===== src/rtl/codec_intf_if.sv =====
// Signal bundle between the codec boundary block and the effect core / codec pins.
// The master modport is the codec_intf side; slave is the side that consumes it.
interface codec_intf_if;
  logic        MCLK;
  logic        BCLK;
  logic        LRCLK;
  logic        ADCDAT;
  logic        DACDAT;
  logic [15:0] left_rx;
  logic [15:0] right_rx;
  logic        VALID;
  logic [15:0] left_tx;
  logic [15:0] right_tx;

  modport master (
    output MCLK, BCLK, LRCLK, DACDAT, left_rx, right_rx, VALID,
    input  ADCDAT, left_tx, right_tx
  );

  modport slave (
    input  MCLK, BCLK, LRCLK, DACDAT, left_rx, right_rx, VALID,
    output ADCDAT, left_tx, right_tx
  );
endinterface


===== src/rtl/codec_intf.sv =====
// I2S codec boundary: clock generation from one free-running counter, ADC
// deserialization into 16-bit L/R words with a VALID strobe, and DAC serialization.
module codec_intf (
  input  logic         clk,
  input  logic         rst_n,
  codec_intf_if.master bus
);

  logic [9:0]  cnt;
  logic [9:0]  cnt_nxt;
  logic [15:0] rx_shift;
  logic [15:0] rx_hold;
  logic [15:0] rx_word;
  logic [15:0] tx_l;
  logic [15:0] tx_r;
  logic [15:0] left_rx_q;
  logic [15:0] right_rx_q;
  logic        valid_q;
  logic        dac_q;
  logic        rx_slot;

  // Data bits live in slots 1..16 of each half-frame (I2S one-slot MSB delay).
  function automatic logic in_data_slot(input logic [4:0] slot);
    return (slot >= 5'd1) && (slot <= 5'd16);
  endfunction

  function automatic logic tx_bit(input logic [15:0] word, input logic [4:0] slot);
    logic [3:0] idx;
    idx = 4'(5'd16 - slot);
    if (in_data_slot(slot))
      return word[idx];
    return 1'b0;
  endfunction

  assign cnt_nxt = cnt + 10'd1;
  assign rx_slot = in_data_slot(cnt[8:4]);
  assign rx_word = {rx_shift[14:0], bus.ADCDAT};

  always_ff @(posedge clk or negedge rst_n) begin
    if (!rst_n) begin
      cnt        <= '0;
      rx_shift   <= '0;
      rx_hold    <= '0;
      tx_l       <= '0;
      tx_r       <= '0;
      left_rx_q  <= '0;
      right_rx_q <= '0;
      valid_q    <= 1'b0;
      dac_q      <= 1'b0;
    end else begin
      cnt     <= cnt_nxt;
      valid_q <= 1'b0;

      // Receive: sample on the last clk before BCLK rises.
      if ((cnt[3:0] == 4'h7) && rx_slot)
        rx_shift <= rx_word;
      if (cnt == 10'h107)
        rx_hold <= rx_word;
      if (cnt == 10'h307) begin
        left_rx_q  <= rx_hold;
        right_rx_q <= rx_word;
        valid_q    <= 1'b1;
      end

      // Transmit: latch once per frame, shift out as BCLK falls.
      if (cnt == 10'h3FF) begin
        tx_l <= bus.left_tx;
        tx_r <= bus.right_tx;
      end
      if (cnt[3:0] == 4'hF)
        dac_q <= tx_bit(cnt_nxt[9] ? tx_r : tx_l, cnt_nxt[8:4]);
    end
  end

  assign bus.MCLK     = cnt[1];
  assign bus.BCLK     = cnt[3];
  assign bus.LRCLK    = cnt[9];
  assign bus.DACDAT   = dac_q;
  assign bus.left_rx  = left_rx_q;
  assign bus.right_rx = right_rx_q;
  assign bus.VALID    = valid_q;

endmodule


===== src/flat_wrapper.sv =====
// flat-port wrapper written by rule: the top's interface ports become plain ports
module codec_intf_flat 
  (clk, rst_n, bus_MCLK, bus_BCLK, bus_LRCLK, bus_DACDAT, bus_left_rx, bus_right_rx, bus_VALID, bus_ADCDAT, bus_left_tx, bus_right_tx);
  codec_intf_if bus_i ();
  input  logic clk;
  input  logic rst_n;
  output wire logic [$bits(bus_i.MCLK)-1:0] bus_MCLK;
  output wire logic [$bits(bus_i.BCLK)-1:0] bus_BCLK;
  output wire logic [$bits(bus_i.LRCLK)-1:0] bus_LRCLK;
  output wire logic [$bits(bus_i.DACDAT)-1:0] bus_DACDAT;
  output wire logic [$bits(bus_i.left_rx)-1:0] bus_left_rx;
  output wire logic [$bits(bus_i.right_rx)-1:0] bus_right_rx;
  output wire logic [$bits(bus_i.VALID)-1:0] bus_VALID;
  input wire logic [$bits(bus_i.ADCDAT)-1:0] bus_ADCDAT;
  input wire logic [$bits(bus_i.left_tx)-1:0] bus_left_tx;
  input wire logic [$bits(bus_i.right_tx)-1:0] bus_right_tx;
  assign bus_MCLK = bus_i.MCLK;
  assign bus_BCLK = bus_i.BCLK;
  assign bus_LRCLK = bus_i.LRCLK;
  assign bus_DACDAT = bus_i.DACDAT;
  assign bus_left_rx = bus_i.left_rx;
  assign bus_right_rx = bus_i.right_rx;
  assign bus_VALID = bus_i.VALID;
  assign bus_i.ADCDAT = bus_ADCDAT;
  assign bus_i.left_tx = bus_left_tx;
  assign bus_i.right_tx = bus_right_tx;
  codec_intf u_core (.clk(clk), .rst_n(rst_n), .bus(bus_i));
endmodule

===== config.mk =====
export PLATFORM = sky130hd
export DESIGN_NAME = codec_intf_flat
export DESIGN_NICKNAME = d
export VERILOG_FILES = /design/src/rtl/codec_intf_if.sv /design/src/rtl/codec_intf.sv /design/src/flat_wrapper.sv
export SDC_FILE = /design/constraint.sdc
export NUM_CORES = 1
export LEC_CHECK = 0
export BUFFER_PORTS_ARGS = -buffer_cell sky130_fd_sc_hd__buf_2
export CORE_MARGIN = 3
export CORE_UTILIZATION = 50
export CTS_CLUSTER_DIAMETER = 120
export CTS_CLUSTER_SIZE = 12
export DETAILED_ROUTE_END_ITERATION = 8
export PLACE_DENSITY = 0.75
export SYNTH_ARGS = -nofsm -noshare
export SYNTH_HDL_FRONTEND = slang
export SYNTH_SLANG_ARGS = --single-unit
export TNS_END_PERCENT = 20

===== constraint.sdc =====
create_clock -name clk -period 2.3 [get_ports clk]
set_clock_uncertainty 0.05 [all_clocks]
set_input_delay 0.345 -clock clk [delete_from_list [all_inputs] [get_ports clk]]
set_output_delay 0.345 -clock clk [all_outputs]
set_load 0.02 [all_outputs]

==> flow_metrics.py <==
metrics = {
    "run_status": {
        "run_status": "finished with violations",
        "violations": "setup timing",
    },
    "die": {
        "start_util": 0.528,
        "boundaryPins": 72,
        "row_count": 33,
        "die_area_mm2": 0.0100,
        "die_y_um": 100,
        "core-area_mm2": 0.00838,
        "die-width_um": 100,
    },
    "layout": {
        "diodes": 0,
        "final_nets": 432,
        "multi_input_comb_area_mm2": 0.00169,
        "fill_cells": 660,
        "fin_cells": 506,
        "layout-drive-gt1-share": 0.556,
        "syn_to_final_growth_pct": 21.0,
        "layout.core_utilization": 0.638,
        "seqCellArea_mm2": 0.00268,
    },
    "run": {
        "maxCapViolCount": 0,
    },
    "cts": {
        "cts.path.max_buffers": 2,
        "cts.sink_count": 107,
        "cts.clk_slew.worst_paths_ns": 0.10,
        "worstSkewPairLatency_ns": 0.37,
        "root_buffer": "clkbuf_8",
        "cts_tree": "done",
        "h-tree-depth": 3,
        "cts_buffers": 9,
    },
    "sta": {
        "hold_violations": 0,
        "relSlewSlack": 0.581,
        "setup_violations": 1,
        "fin_crit_ns": 2.33,
        "fmax_mhz": 429,
        "tightest_slew_ns": 0.624,
        "rsz0062_at_grt": "yes",
        "final.period_utilization": 1.01,
        "setup_ws_ns": -0.0297,
        "slew_viol_final": 0,
    },
    "synthesis": {
        "synth_fa_ha_area_frac": 0.00283,
        "synth_area_leaders": "dfrtp_1 61%, mux2_2 25%, mux2i_1 2.3%",
        "synth_most_common_cell": "dfrtp_1",
        "synth_top_area_share": 0.606,
        "yosysUniqueCellTypes": 35,
        "synthXorXnorAreaFrac": 0.0257,
        "synthTopCellsByCount": "107 x dfrtp_1, 97 x mux2_2, 12 x nand2_1",
        "postSynthAreaPerCell_um2": 15.0,
        "synth_top_family_by_area": "multiplexers",
        "synth_edf_count": 0,
        "synthesis.nets": 331,
        "synth-seq-cells": 107,
        "syn-cell-area_mm2": 0.00442,
        "syn_inst": 295,
        "yosysWarnings": 0,
        "ys.flop_type": "dfrtp_1",
        "synth-simple-area-share": 0.0405,
        "synth_async_sr_flop_share": 1.00,
        "synth_area_leader_cell": "dfrtp_1",
        "seq_area_frac_synth": 0.606,
        "synth.area.mux_share": 0.286,
        "synth_compound_area_frac": 0.0232,
    },
    "grt": {
        "overflow": 0,
        "met2_usage": 0.252,
        "grt_pass1_wl_um": 13200,
        "busiest_layer": "met2",
        "grt.met3_usage": 0.0375,
        "grt_pass1_vias": 2673,
        "gr-usage-met1": 0.237,
        "antenna_found_initial": 0,
        "track_usage": 0.167,
        "grt_max_degree": 108,
    },
    "setup_path": {
        "crit_type": "reg -> reg",
        "crit_arrival_ns": 2.55,
        "rrSetupSlack_ns": -0.03,
        "critPathRequiredTime_ns": 2.52,
        "critPathLaunchType": "flip-flop",
        "reg2reg_from": "u_core.cnt[1]$_DFF_PN0_",
        "worst-r2r-cell-count": 10,
        "cp-end-kind": "flip-flop",
        "cp_max_fo": 6,
        "crit-reg2reg-capture": "u_core.bus.DACDAT$_DFFE_PN0P_",
        "crit_path_start": "u_core.cnt[1]$_DFF_PN0_",
    },
    "detailed_routing": {
        "post_drt_wl_per_cell_um": 15.2,
        "ant_nets": 0,
        "wl_um": 7690,
        "drt-pass1-iter-count": 4,
        "vias": 2642,
        "viasPerCell": 5.22,
        "drtIter0Drc": 81,
        "drc": 0,
    },
    "placed_design": {
        "place_hpwl_um": 5320,
        "place_congestion": 0.888,
        "portBuffers": 71,
        "placedCellCount": 482,
    },
    "power": {
        "p_leak_nw": 2.89,
        "ir_drop_uv": 324,
        "powerDensity_mw_per_mm2": 571,
    },
    "hold_path": {
        "hold_start": "bus_left_tx[11]",
        "hold_depth": 2,
        "hp-class": "in -> reg",
        "hold_end": "u_core.tx_l[11]$_DFFE_PN0N_",
    },
}
## state kept, by name, summed over array words and instances (netlist names)
| name | flops |
|---|---|
| u_core.cnt | 10 |
| u_core.bus.DACDAT | 1 |
| u_core.rx_shift | 15 |
| u_core.bus.right_rx | 16 |
| u_core.bus.left_rx | 16 |
| u_core.bus.VALID | 1 |
| u_core.rx_hold | 16 |
| u_core.tx_r | 16 |
| u_core.tx_l | 16 |
## power breakdown
group          internal, mW  switching (mW)
Sequential             1.88         0.00234
Clock                 0.420           0.678
Combinational        0.0274          0.0435
Total                  2.33           0.724
## metal layers
metal | part of all wire | vias up | routed length (µm)
met5 | 0 | - | 0
met4 | 0.019 | 0 | 147
met3 | 0.040 | 13 | 306
met2 | 0.47 | 48 | 3600
met1 | 0.47 | 1324 | 3640
li1 | - | 1257 | -
## worst max-delay path by stage
stage | cells past startpoint | slack (ns) | end
final | 10 | -0.03 | u_core.bus.DACDAT$_DFFE_PN0P_
after global placement | 9 | 0.04 | u_core.bus.DACDAT$_DFFE_PN0P_
after detailed placement | 8 | -0.04 | u_core.bus.DACDAT$_DFFE_PN0P_
after floorplan | 8 | -0.17 | u_core.bus.DACDAT$_DFFE_PN0P_
after CTS | 8 | -0.04 | u_core.bus.DACDAT$_DFFE_PN0P_
after global routing | 8 | -0.14 | u_core.bus.DACDAT$_DFFE_PN0P_
## what timing repair did
| item | 4_1_cts | 5_1_grt |
|---|---|---|
| pin swaps | 6 | 3 |
| hold buffers | 1 | 0 |
| gates resized for setup | 2 | 1 |
| hold endpoints to repair | 28 | 0 |
| buffers inserted | 4 | 3 |
| setup endpoints to repair | 1 | 1 |
## worst max-delay path: stages, from the launching register on
cell	delay, ns
dfrtp_2	0.42
ha_4	0.16
nand3_4	0.09
xor2_4	0.20
buf_4	0.16
inv_2	0.07
mux4_2	0.52
nor2_1	0.11
o311a_1	0.15
o21ai_0	0.08
o211a_1	0.22
## stage by stage
| step | power [mW] | hold WS, ns | worst slack [ns] | TNS, ns | instance area (µm²) |
|---|---|---|---|---|---|
| 2_1_floorplan | 1.92 | -0.000591 | -0.169 | -0.169 | 4440 |
| 3_3_place_gp | 1.99 | 0.404 | 0.0381 | 0 | 5090 |
| 3_5_place_dp | 1.99 | 0.410 | -0.0373 | -0.0373 | 5090 |
| 4_1_cts | 3.09 | 0.130 | -0.0410 | -0.0410 | 5320 |
| 5_1_grt | 3.19 | 0.126 | -0.137 | -0.137 | 5350 |
| 6_report | 3.05 | 0.148 | -0.0297 | -0.0297 | 5350 |
## cell usage in the layout (no fill, tap or decap), types with 2 or more instances in the layout
master | netlist | routed
nor3_1 | 5 | 5
dfrtp_1 | 107 | 106
xor2_1 | 4 | 4
and3_1 | 2 | 2
mux2_2 | 97 | 97
nand2_1 | 12 | 12
nor2_1 | 11 | 10
clkinv_4 | 0 | 2
mux2i_1 | 10 | 10
inv_1 | 5 | 5
mux4_2 | 2 | 2
clkbuf_8 | 0 | 9
inv_6 | 0 | 2
nand3_1 | 3 | 3
buf_4 | 0 | 24
buf_2 | 4 | 70
xnor2_1 | 4 | 4
o21ai_0 | 3 | 3
buf_12 | 0 | 4
## layout make-up
cell class                 count  share of cell area
sequential                   107               0.501
multi-input combinational    172               0.316
timing repair buffer         100               0.118
tap                          105              0.0246
clock buffer                   9              0.0232
clock inverter                 7              0.0126
inverter                       6             0.00421
## kinds of logic (layout without fill, tap and decap cells)
group,Yosys count,after routing
AO/OA/AOI/OAI,14,14
XOR/XNOR,10,10
adder cells (fa/ha/maj),1,1
buffers and inverters,16,122
flip-flops,107,107
multiplexers,110,110
AND/OR/NAND/NOR,37,37
No activity file was read; power rests on OpenSTA's default activity.
